## src/rtl/dmem_port_arbiter.sv

```systemverilog
// Round-robin arbiter sharing one data-memory port between the core and a debug master.
// An in-order tag FIFO routes read data and load metadata back to the owning requester.
//
// Ports:
//   clock, reset (sync, active-low)
//   req0_*/req1_*  : request channels (valid/ready, write, address, data, byte_en, load format)
//   mem_*          : shared memory command port and in-order read-data return
//   rsp0/1_valid   : returning data owner strobes
//   rsp_data, rsp_address, rsp_log2_bytes, rsp_unsigned : feed to memory_receive
//   outstanding    : reads in flight
//   error          : sticky, read data arrived with nothing outstanding
module dmem_port_arbiter #(
    parameter int DATA_WIDTH     = 32,
    parameter int ADDRESS_BITS   = 32,
    parameter int NUM_BYTES      = DATA_WIDTH / 8,
    parameter int LOG2_NUM_BYTES = $clog2(NUM_BYTES),
    parameter int FIFO_DEPTH     = 4
) (
    input  logic                         clock,
    input  logic                         reset,
    input  logic                         req0_valid,
    output logic                         req0_ready,
    input  logic                         req0_write,
    input  logic [ADDRESS_BITS-1:0]      req0_address,
    input  logic [DATA_WIDTH-1:0]        req0_data,
    input  logic [NUM_BYTES-1:0]         req0_byte_en,
    input  logic [LOG2_NUM_BYTES-1:0]    req0_log2_bytes,
    input  logic                         req0_unsigned,
    input  logic                         req1_valid,
    output logic                         req1_ready,
    input  logic                         req1_write,
    input  logic [ADDRESS_BITS-1:0]      req1_address,
    input  logic [DATA_WIDTH-1:0]        req1_data,
    input  logic [NUM_BYTES-1:0]         req1_byte_en,
    input  logic [LOG2_NUM_BYTES-1:0]    req1_log2_bytes,
    input  logic                         req1_unsigned,
    output logic                         mem_read,
    output logic                         mem_write,
    output logic [ADDRESS_BITS-1:0]      mem_address,
    output logic [DATA_WIDTH-1:0]        mem_data_out,
    output logic [NUM_BYTES-1:0]         mem_byte_en,
    input  logic                         mem_ready,
    input  logic                         mem_valid,
    input  logic [DATA_WIDTH-1:0]        mem_data_in,
    output logic                         rsp0_valid,
    output logic                         rsp1_valid,
    output logic [DATA_WIDTH-1:0]        rsp_data,
    output logic [ADDRESS_BITS-1:0]      rsp_address,
    output logic [LOG2_NUM_BYTES-1:0]    rsp_log2_bytes,
    output logic                         rsp_unsigned,
    output logic [$clog2(FIFO_DEPTH):0]  outstanding,
    output logic                         error
);

    localparam int PW = $clog2(FIFO_DEPTH);
    localparam int CW = PW + 1;
    localparam logic [CW-1:0] DEPTH_C = CW'(FIFO_DEPTH);

    logic [PW-1:0] wr_ptr_q, wr_ptr_d;
    logic [PW-1:0] rd_ptr_q, rd_ptr_d;
    logic [CW-1:0] count_q, count_d;
    logic          error_q, error_d;
    logic          last_q, last_d;

    logic                      fid_q   [FIFO_DEPTH];
    logic [ADDRESS_BITS-1:0]   faddr_q [FIFO_DEPTH];
    logic [LOG2_NUM_BYTES-1:0] flb_q   [FIFO_DEPTH];
    logic                      funs_q  [FIFO_DEPTH];

    logic full, empty;
    logic elig0, elig1;
    logic gnt0, gnt1;
    logic push, pop;

    // Full uses the registered count only, so a same-cycle pop never frees a slot.
    assign full  = (count_q == DEPTH_C);
    assign empty = (count_q == '0);
    assign elig0 = req0_valid & (req0_write | ~full);
    assign elig1 = req1_valid & (req1_write | ~full);

    // On a tie the requester that did not win last time is granted.
    // Everything is gated by reset so outputs are 0 while reset is held.
    assign gnt0 = reset & elig0 & (~elig1 | last_q);
    assign gnt1 = reset & elig1 & (~elig0 | ~last_q);

    assign req0_ready = gnt0 & mem_ready;
    assign req1_ready = gnt1 & mem_ready;

    always_comb begin
        mem_read     = 1'b0;
        mem_write    = 1'b0;
        mem_address  = '0;
        mem_data_out = '0;
        mem_byte_en  = '0;
        if (gnt0) begin
            mem_read     = ~req0_write;
            mem_write    = req0_write;
            mem_address  = req0_address;
            mem_data_out = req0_data;
            mem_byte_en  = req0_byte_en;
        end else if (gnt1) begin
            mem_read     = ~req1_write;
            mem_write    = req1_write;
            mem_address  = req1_address;
            mem_data_out = req1_data;
            mem_byte_en  = req1_byte_en;
        end
    end

    assign push = (req0_ready | req1_ready) & mem_read;
    assign pop  = reset & mem_valid & ~empty;

    always_comb begin
        rsp0_valid     = 1'b0;
        rsp1_valid     = 1'b0;
        rsp_address    = '0;
        rsp_log2_bytes = '0;
        rsp_unsigned   = 1'b0;
        if (pop) begin
            rsp0_valid     = ~fid_q[rd_ptr_q];
            rsp1_valid     = fid_q[rd_ptr_q];
            rsp_address    = faddr_q[rd_ptr_q];
            rsp_log2_bytes = flb_q[rd_ptr_q];
            rsp_unsigned   = funs_q[rd_ptr_q];
        end
    end

    assign rsp_data    = reset ? mem_data_in : '0;
    assign outstanding = reset ? count_q : '0;
    assign error       = reset & error_q;

    always_comb begin
        wr_ptr_d = wr_ptr_q + PW'(push);
        rd_ptr_d = rd_ptr_q + PW'(pop);
        count_d  = count_q;
        unique case ({push, pop})
            2'b10:   count_d = count_q + 1'b1;
            2'b01:   count_d = count_q - 1'b1;
            default: count_d = count_q;
        endcase
        last_d = last_q;
        if (req0_ready) begin
            last_d = 1'b0;
        end else if (req1_ready) begin
            last_d = 1'b1;
        end
        error_d = error_q | (mem_valid & empty);
    end

    always_ff @(posedge clock) begin
        if (!reset) begin
            wr_ptr_q <= '0;
            rd_ptr_q <= '0;
            count_q  <= '0;
            error_q  <= 1'b0;
            last_q   <= 1'b1;
        end else begin
            wr_ptr_q <= wr_ptr_d;
            rd_ptr_q <= rd_ptr_d;
            count_q  <= count_d;
            error_q  <= error_d;
            last_q   <= last_d;
        end
    end

    // Tag storage needs no reset; only entries below count are ever read.
    always_ff @(posedge clock) begin
        if (push) begin
            fid_q[wr_ptr_q]   <= req1_ready;
            faddr_q[wr_ptr_q] <= mem_address;
            flb_q[wr_ptr_q]   <= req1_ready ? req1_log2_bytes : req0_log2_bytes;
            funs_q[wr_ptr_q]  <= req1_ready ? req1_unsigned : req0_unsigned;
        end
    end

endmodule

```

## config.mk

```make
export PLATFORM = sky130hd
export DESIGN_NAME = dmem_port_arbiter
export DESIGN_NICKNAME = d
export VERILOG_FILES = /design/src/rtl/dmem_port_arbiter.sv
export SDC_FILE = /design/constraint.sdc
export NUM_CORES = 1
export LEC_CHECK = 0
export ABC_AREA = 1
export CAP_MARGIN = 20
export CELL_PAD_IN_SITES_DETAIL_PLACEMENT = 1
export CELL_PAD_IN_SITES_GLOBAL_PLACEMENT = 1
export CORE_MARGIN = 8
export CORE_UTILIZATION = 32
export CTS_BUF_LIST = sky130_fd_sc_hd__clkbuf_8
export DETAILED_ROUTE_END_ITERATION = 12
export HOLD_SLACK_MARGIN = 0.1
export PLACE_DENSITY = 0.83
export SLEW_MARGIN = 10
export SYNTH_ARGS = -nofsm -noshare
export SYNTH_HDL_FRONTEND = slang
export SYNTH_SLANG_ARGS = --single-unit
```

## constraint.sdc

```tcl
create_clock -name clock -period 4.25 [get_ports clock]
set_clock_uncertainty 0.1 [all_clocks]
set_input_delay 0.6375 -clock clock [delete_from_list [all_inputs] [get_ports clock]]
set_output_delay 0.6375 -clock clock [all_outputs]
set_load 0.03 [all_outputs]
```

==> reports/results.ini <==
[status]
status=finished clean

[sta]
hold_viol=0
finalSetupViolations=0
post-route-period-util_pct=80.35
max_freq_mhz=292.9
slew_violations=0
relSlewSlack_pct=41.72
min_period_ns=3.415
rsz0062_at_grt=false
final.setup.tns_ns=0
tightestPinTransition_ns=0.8742

[clock_network]
cts_resized=0
clk_path_buf_depth=2
cts_tree=yes
htreeDepth=4
cts_hold_buf=0
post_cts_buffers=0
cts_sinks=153
root_buffer=clkbuf_8
clk_pin_slew_worst_paths_ns=0.09
cts_buffers=17
clock_latency_ns=0.44

[power]
p_leak_nw=4.757
power_density_mw_per_mm2=301.9
ir_worst_vdd_mv=0.2083

[die]
die_w_um=169.7
core_area_mm2=0.02333
die_h_um=169.7
rows=56
design.portCount=327
start_util_pct=32.38
dieArea_mm2=0.02878

[logic_synthesis]
syn_inst=820
ys.flop_type=edfxtp_1
ys_seq_area_share_pct=59.62
synth_fp_nets=1006
synthMostInstantiatedCell=nor2_1
syn_avg_cell_area_um2=9.213
ys_ff_latch=153
synthTopCellsByArea=edfxtp_1 57%, nand3_1 9.3%, nor2_1 7.3%
synth_top_area_share_pct=57.24
yosys.area.top_type=edfxtp_1
yosys_warnings=0
syn_area_mm2=0.007555
synthArstFlopShare_pct=0
synth_edf_count=144
synthTopCellsByCount=147 x nor2_1, 144 x edfxtp_1, 140 x nand3_1, 129 x nand2_1, 65 x o21ai_0
yosysUniqueCellTypes=25

[setup_path]
crit_arrival_ns=2.68
start_kind=input pin
path_cells=clkdlybuf4s50_1 -> inv_2 -> nor2_4 -> buf_12 -> nand3_1 -> nand2_1 -> buf_4
end_kind=output pin
critPathKind=in -> out
worstPathRequired_ns=3.51
cp_max_fo=57
cpPeakStageDelay_ns=0.61
cp_slowest_cell=clkdlybuf4s50_1

[run]
maxCapViolCount=0

[global_route]
grt_pass1_wl_mm=44.50
grt_use_total_pct=20.31
grt_pass1_vias=7617
grt.overflow.total=0
grt_max_degree=74
antenna_found_initial=2

[detailed_routing]
num_vias=7032
drc_errors=0
avgViaCountPerCell=4.830
drt_first_pass_iters=4
wire_per_inst_um=20.25
wl_mm=29.48
drtIter0Drc=310
ant_nets=0

[hold_path]
hp-class=reg -> reg

[place]
dp_cells=1422
place_congestion=0.8246
hpwl_mm=21.47
port_buffers=326

[cells_and_area]
syn2layout_area_growth_pct=52.19
drive_gt1_share_pct=15.93
seq_area_mm2=0.004507
multi_input_area_mm2=0.002584
fill_cells=2670
final_nets=1309
fin_cells=1456

metal layers:
layer | up-vias | global-route usage (%) | wire length [um]
met1 | 3399 | 21.35 | 10950
met5 | - | 0 | 10
li1 | 3385 | - | -
met2 | 233 | 37.89 | 15880
met4 | 2 | 4.886 | 233
met3 | 13 | 7.234 | 2416
critical path, delay by kind of cell:
kind	cells	cell delay, ns
simple gates	3	0.71
buf+inv	4	1.24
registers in the layout (all words and copies together), names as in the netlist:
name and count:
faddr_q 128, flb_q 8, fid_q 4, funs_q 4, count_q 3, rd_ptr_q 2, wr_ptr_q 2, error_q 1
last_q 1
logic make-up (layout without fill, tap and decap cells):
kind of cell / Yosys count / after routing / synth area share [%]
xor gates and xnor gates: 2 / 2 / 0.2319
and+or+nand+nor: 431 / 431 / 25.06
other: 0 / 1 / 0
AOI/OAI and AO/OA: 117 / 117 / 7.850
DFF: 153 / 153 / 59.62
buffers and inverters: 113 / 429 / 6.476
adders and majority gates: 4 / 4 / 0.7619
per-stage QoR:
stage	util (%)	cell area, um2	hold slack, ns	power (mW)	worst slack [ns]
3_5_place_dp	47.41	11060	0.3541	2.380	0.6745
4_1_cts	49.18	11470	0.3773	3.509	0.8345
6_report	49.28	11500	0.3690	3.472	0.8353
3_3_place_gp	47.41	11060	0.3542	2.367	0.6781
5_1_grt	49.28	11500	0.4290	3.606	0.6900
2_1_floorplan	-	7555	0.3236	2.004	0.8319
power breakdown:
part / total [mW] / internal (mW) / switching (mW) / leakage [nW]
logic: 0.670 / 0.302 / 0.368 / 3.17
clock network: 1.13 / 0.546 / 0.587 / 0.204
registers: 1.67 / 1.66 / 0.00459 / 1.39
total: 3.47 / 2.51 / 0.959 / 4.76
path summary, 6_finish.rpt:
check	start	to	slack [ns]	depth (start not counted)
max	reset	mem_address[19]	0.84	7
min	error_q	error_q	0.37	2
max reg2reg	count_q[1]	count_q[2]	1.41	13
min reg2reg	error_q	error_q	0.37	2
final cells by class:
cell class                      instances  share of cell area (%)
Clock buffer                           17                   2.035
Inverter                               55                   1.796
Sequential cell                       153                   39.20
Multi-Input combinational cell        554                   22.47
Timing Repair Buffer                  342                   29.45
Clock inverter                         15                   1.556
Antenna cell                            1                 0.02177
Tap cell                              319                   3.472
placed cells by master (no fill, tap or decap), types with 6 or more instances in the layout:
| cell | netlist | routed |
|---|---|---|
| a21oi_1 | 40 | 40 |
| buf_12 | 0 | 22 |
| buf_4 | 8 | 103 |
| clkbuf_8 | 0 | 17 |
| clkdlybuf4s50_1 | 0 | 217 |
| dfxtp_1 | 9 | 7 |
| edfxtp_1 | 144 | 144 |
| inv_1 | 50 | 50 |
| inv_6 | 0 | 6 |
| nand2_1 | 129 | 129 |
| nand3_1 | 140 | 140 |
| nor2_1 | 147 | 146 |
| nor2_4 | 3 | 7 |
| o21ai_0 | 65 | 65 |
| o21ai_1 | 10 | 10 |
Note: power is estimated with default switching activity, not from simulation.
